==> src/rtl/adder_pipe.sv <==
// adder_pipe: pipelined add/subtract unit with a registered carry between slices.
// The operand width DATA_W is cut into CHUNK-bit slices and each pipeline stage
// adds one slice, so one operation is accepted per clock when the consumer keeps up.
// Optional feature macro: ADDER_PIPE_SAT_EN. When it is defined, a signed overflow
// clamps the sum to the signed limit in the final stage. When it is not defined,
// the sum wraps modulo 2^DATA_W.
module adder_pipe #(
  parameter int DATA_W = 16,
  parameter int CHUNK  = 4
) (
  input  logic              clk,
  input  logic              rst_n,
  input  logic              in_valid,
  output logic              in_ready,
  input  logic [DATA_W-1:0] a,
  input  logic [DATA_W-1:0] b,
  input  logic              cin,
  input  logic              sub,
  output logic              out_valid,
  input  logic              out_ready,
  output logic [DATA_W-1:0] sum,
  output logic              cout,
  output logic              ovf
);

  localparam int STAGES = DATA_W / CHUNK;
  localparam int MSB    = DATA_W - 1;

`ifdef ADDER_PIPE_SAT_EN
  function automatic logic signed [DATA_W-1:0] sat_sum(
    input logic signed [DATA_W-1:0] raw,
    input logic                     ov,
    input logic                     a_msb
  );
    logic signed [DATA_W-1:0] res;
    res = raw;
    if (ov) begin
      res = a_msb ? {1'b1, {(DATA_W-1){1'b0}}} : {1'b0, {(DATA_W-1){1'b1}}};
    end
    return res;
  endfunction
`endif

  // Level k holds the operands entering slice stage k. Level 0 is the
  // accepted operand set.
  logic signed [DATA_W-1:0] a_p  [STAGES];
  logic signed [DATA_W-1:0] bx_p [STAGES];
  logic        [DATA_W-1:0] ps_p [STAGES];
  logic                     c_p  [STAGES];
  logic                     vld_p[STAGES];

  // The final stage drives the output registers.
  logic signed [DATA_W-1:0] sum_pf;
  logic                     cout_pf;
  logic                     ovf_pf;
  logic                     vld_pf;

  logic        [CHUNK:0]    slc[STAGES];
  logic        [DATA_W-1:0] nps[STAGES];
  logic                     nc [STAGES];

  logic                     adv;
  logic        [DATA_W-1:0] bx_in;
  logic                     c0_in;
  logic        [DATA_W-1:0] raw_l;
  logic                     ovf_l;
  logic signed [DATA_W-1:0] sum_l;

  assign adv      = ~vld_pf | out_ready;
  assign in_ready = rst_n & adv;
  assign bx_in    = sub ? ~b : b;
  assign c0_in    = sub | cin;

  always_comb begin
    for (int k = 0; k < STAGES; k++) begin
      slc[k] = {1'b0, a_p[k][k*CHUNK +: CHUNK]}
             + {1'b0, bx_p[k][k*CHUNK +: CHUNK]}
             + {{CHUNK{1'b0}}, c_p[k]};
      nps[k] = ps_p[k];
      nps[k][k*CHUNK +: CHUNK] = slc[k][CHUNK-1:0];
      nc[k]  = slc[k][CHUNK];
    end
  end

  always_comb begin
    raw_l = nps[STAGES-1];
    ovf_l = (a_p[STAGES-1][MSB] == bx_p[STAGES-1][MSB]) &
            (raw_l[MSB] != a_p[STAGES-1][MSB]);
`ifdef ADDER_PIPE_SAT_EN
    sum_l = sat_sum($signed(raw_l), ovf_l, a_p[STAGES-1][MSB]);
`else
    sum_l = $signed(raw_l);
`endif
  end

  // Accept boundary, then the slice stage boundaries. Data moves only on adv.
  always_ff @(posedge clk) begin
    if (adv) begin
      a_p[0]  <= $signed(a);
      bx_p[0] <= $signed(bx_in);
      ps_p[0] <= '0;
      c_p[0]  <= c0_in;
      for (int k = 1; k < STAGES; k++) begin
        a_p[k]  <= a_p[k-1];
        bx_p[k] <= bx_p[k-1];
        ps_p[k] <= nps[k-1];
        c_p[k]  <= nc[k-1];
      end
    end
  end

  // Valid bits and the output stage: reset empties the whole pipe at once.
  always_ff @(posedge clk or negedge rst_n) begin
    if (!rst_n) begin
      for (int k = 0; k < STAGES; k++) begin
        vld_p[k] <= 1'b0;
      end
      vld_pf  <= 1'b0;
      sum_pf  <= '0;
      cout_pf <= 1'b0;
      ovf_pf  <= 1'b0;
    end else if (adv) begin
      vld_p[0] <= in_valid;
      for (int k = 1; k < STAGES; k++) begin
        vld_p[k] <= vld_p[k-1];
      end
      vld_pf  <= vld_p[STAGES-1];
      sum_pf  <= sum_l;
      cout_pf <= nc[STAGES-1];
      ovf_pf  <= ovf_l;
    end
  end

  assign out_valid = vld_pf;
  assign sum       = sum_pf;
  assign cout      = cout_pf;
  assign ovf       = ovf_pf;

endmodule
==> config.mk <==
export PLATFORM = sky130hd
export DESIGN_NAME = adder_pipe
export DESIGN_NICKNAME = d
export VERILOG_FILES = /design/src/rtl/adder_pipe.sv
export SDC_FILE = /design/constraint.sdc
export NUM_CORES = 1
export LEC_CHECK = 0
export ABC_AREA = 1
export BUFFER_PORTS_ARGS = -buffer_cell sky130_fd_sc_hd__buf_2
export CORE_MARGIN = 1
export CORE_UTILIZATION = 45
export DETAILED_ROUTE_END_ITERATION = 8
export GPL_TIMING_DRIVEN = 0
export RECOVER_POWER = 100
export SYNTH_ARGS = -nofsm -noshare
export SYNTH_HDL_FRONTEND = slang
export SYNTH_SLANG_ARGS = --single-unit
export TNS_END_PERCENT = 100
==> constraint.sdc <==
create_clock -name clk -period 2 [get_ports clk]
set_clock_uncertainty 0.15 [all_clocks]
set_input_delay 0.4 -clock clk [delete_from_list [all_inputs] [get_ports clk]]
set_output_delay 0.4 -clock clk [all_outputs]
set_load 0.03 [all_outputs]
==> impl_metrics.csv <==
group,metric,value,unit
detailed_routing,drtPass1Iterations,4,
clock_network,cts_max_path_buffers,2,
synth,synth_top_area_share,66.7,%
placement,post-place-cells,486,
synth,yosys-top-cells-count,"edfxtp_1, nand2_1, dfrtp_1",
layout,layoutNonFillerInstCount,539,
layout,final_nets,448,
synth,synth.largest_area_cell,"edfxtp_1",
placement,place_congestion,0.784,
placement,io_buffers,56,
synth,synth_nets,352,
floorplanning,num_io_pins,58,
run_status,status,"finished clean",
layout,syn2layout_area_growth,26.3,%
layout,nFillCells,836,
layout,multiInputGateArea,935,um2
floorplanning,die_y,106,um
detailed_routing,num_vias,2425,
power,ir_drop,0.824,mV
global_route,grt.overflow.total,0,
global_route,grt_max_degree,118,
floorplanning,die-area,11200,um2
setup_path,critPathKind,"reg -> out",
setup_path,regToRegSetupSlack,0.10,ns
synth,ys_warn_count,0,
timing,period_needed,1.92,ns
setup_path,cp_cell_sequence,"inv_2 > nor2_4 > buf_6 > nor2_2 > buf_4",
setup_path,critPathArrivalTime,1.37,ns
detailed_routing,route.detailed.drc,0,
detailed_routing,wl,6430,um
timing,finalMaxSlewViolations,0,
detailed_routing,avgRoutedWirePerCell,11.9,um
timing,min_period_over_period,96.2,%
layout,final-seq-area,3820,um2
clock_network,htreeDepth,4,
clock_network,cts_root_buffer,"clkbuf_8",
power,power_frac_comb,21.5,%
synth,syn_area,4860,um2
layout,num_antenna_cells,0,
setup_path,reg2reg_depth,5,
power,power_density,1670,nW/um2
global_route,antenna_found_initial,0,
global_route,grt_pass1_vias,2254,
power,p_leak,2.53,nW
floorplanning,rows,37,
timing,finalHoldViolCount,0,
placement,place_ws,0.0118,ns
layout,layout-drive-gt1-share,19.4,%
setup_path,path_max_fanout,10,
power,p_sw,2.93,mW
global_route,grt_util_all_layers,12.8,%
detailed_routing,ant_nets,0,
synth,ys_seq_elements,131,
setup_path,r2r_end,"bx_p[2][12]$_DFFE_PN_",
floorplanning,initial_core_util,46.7,%
floorplanning,fp.dieW,106,um
setup_path,cp-endpoint,"in_ready",
synth,ys_seq_area_share,78.5,%
placement,placed_area,5320,um2
floorplanning,core,10400,um2
clock_network,clk_latency,0.50,ns
timing,slew_headroom,30.8,%
setup_path,critPathLaunch,"out_valid$_DFFE_PN0N_",
setup_path,r2r-start,"out_valid$_DFFE_PN0N_",
layout,stdcell_area,6140,um2
timing,tightest_slew,1.03,ns
synth,synth_cells,294,
placement,hpwl,3700,um
clock_network,cts_tree,"yes",
setup_path,slowest_stage,"dfrtp_1",
power,p_sw_share,28.5,%
clock_network,clock-sinks,131,
setup_path,crit_path_max_incr_delay,0.36,ns
global_route,grt_pass1_wl,10600,um
clock_network,numCtsBuffers,17,
power,seq_power_share,45.8,%
synth,synth_edf_count,108,
setup_path,setup.worst_path.end_class,"primary output",
clock_network,cts.clk_slew.worst_paths,0.06,ns
timing,postLayoutSetupSlackWorst,0.0763,ns
synth,ys.flop_type,"edfxtp_1",
power,clkPwrFrac,32.7,%
detailed_routing,drtIter0Drc,108,
timing,max_freq,520,MHz
setup_path,cp-start-kind,"register",
detailed_routing,via_per_inst,4.50,
setup_path,required,1.45,ns
timing,finalSetupTns,0,ns
timing,setup-violations-final,0,
run,maxCapViolations,0,
timing,rsz0062_at_grt,"false",
synth,synth.avg_cell_area,16.5,um2
synth,synth.distinct_cells,20,
synth,ys_top_cells_by_area,"edfxtp_1, dfrtp_1, nand2_1, xor2_1, fa_1",
power,p_int,7.33,mW
synth,yosysMostFrequentCell,"edfxtp_1",
min_path,worstHoldPathType,"in -> reg",
synth,async_flop_share,17.6,%
## final cells by class
cell class / instances / area share (%)
well taps: 136 / 2.77
multi-input cells: 141 / 15.2
clock buffers: 18 / 6.80
repair buffers: 77 / 7.47
flip-flops and latches: 131 / 62.2
plain buffers: 6 / 0.794
inverters: 16 / 0.978
clock inverters: 14 / 3.81
## layer usage
layer,global-route usage [%],wire length [um],vias up
met3,4.97,263,9
met5,0,0,-
met2,19.4,3080,55
met1,16.1,3000,1139
met4,6.75,89,0
li1,-,-,1222
## cells in the final DEF (no fill, tap or decap), drive strengths merged, types with 8 or more instances in the layout
cell         Yosys  layout
nand2           65      65
edfxtp         108     108
ha              12      12
nand3           11      11
buf              6      40
dlygate4sd3      0      19
clkbuf           0      42
a21oi            8       8
fa               8       8
inv             16      17
dfrtp           23      23
xor2            20      20
## power by group through the flow
| stage | registers (mW) | clock network, mW | logic (mW) |
|---|---|---|---|
| floorplan | 5.04 | 0 | 1.28 |
| global placement | 4.71 | 0 | 2.18 |
| detailed placement | 4.75 | 0 | 2.24 |
| CTS | 4.70 | 3.42 | 2.31 |
| global route | 4.81 | 3.56 | 2.48 |
| finish | 4.69 | 3.36 | 2.21 |
## kinds of logic after synthesis
logic type               synth area share (%)
flip-flops                               78.5
adder cells (fa/ha/maj)                  6.38
AND/OR/NAND/NOR                          7.20
buffers and inverters                    2.39
AO/OA/AOI/OAI                            1.57
XOR/XNOR                                 3.96
## worst min-delay path by stage
stage | cells after the start | to | slack [ns] | from
after floorplan | 0 | cout$_DFFE_PN0N_ | -0.05 | rst_n
after global placement | 0 | bx_p[3][14]$_DFFE_PN_ | 0.25 | bx_p[2][14]$_DFFE_PN_
after detailed placement | 0 | a_p[1][14]$_DFFE_PN_ | 0.25 | a_p[0][14]$_DFFE_PN_
after CTS | 2 | bx_p[0][5]$_DFFE_PN_ | 0.02 | b[5]
after global routing | 2 | bx_p[0][1]$_DFFE_PN_ | 0.02 | b[1]
final | 2 | bx_p[0][11]$_DFFE_PN_ | 0.04 | b[11]
## critical path: cells and delay by family (launching register included)
kind | cells | cell delay, ns
buffers and inverters | 3 | 0.35
AND/OR/NAND/NOR | 2 | 0.16
flip-flops | 1 | 0.36
## sequential cells by signal (all words and copies together), names as in the netlist
name / flops
cout: 1
bx_p: 40
a_p: 40
ovf: 1
c_p: 4
vld_p: 4
sum: 16
ps_p: 24
out_valid: 1
## timing repair
| action | CTS | global route |
|---|---|---|
| hold buffers | 19 | 0 |
| endpoints found under the setup margin | 1 | 3 |
| setup buffers | 2 | 0 |
| gates cloned | 0 | 0 |
| pin swaps | 1 | 0 |
| endpoints found under the hold margin | 41 | 0 |
| resized for setup | 4 | 2 |
## per-stage QoR
| step | hold WS [ns] | power [mW] | utilization, % |
|---|---|---|---|
| 2_1_floorplan | -0.0456 | 6.32 | - |
| 3_3_place_gp | 0.250 | 6.89 | 51.0 |
| 3_5_place_dp | 0.255 | 6.99 | 51.0 |
| 4_1_cts | 0.0172 | 10.4 | 59.3 |
| 5_1_grt | 0.0180 | 10.8 | 59.0 |
| 6_report | 0.0442 | 10.3 | 59.0 |
Note: power is estimated with default switching activity, not from simulation.
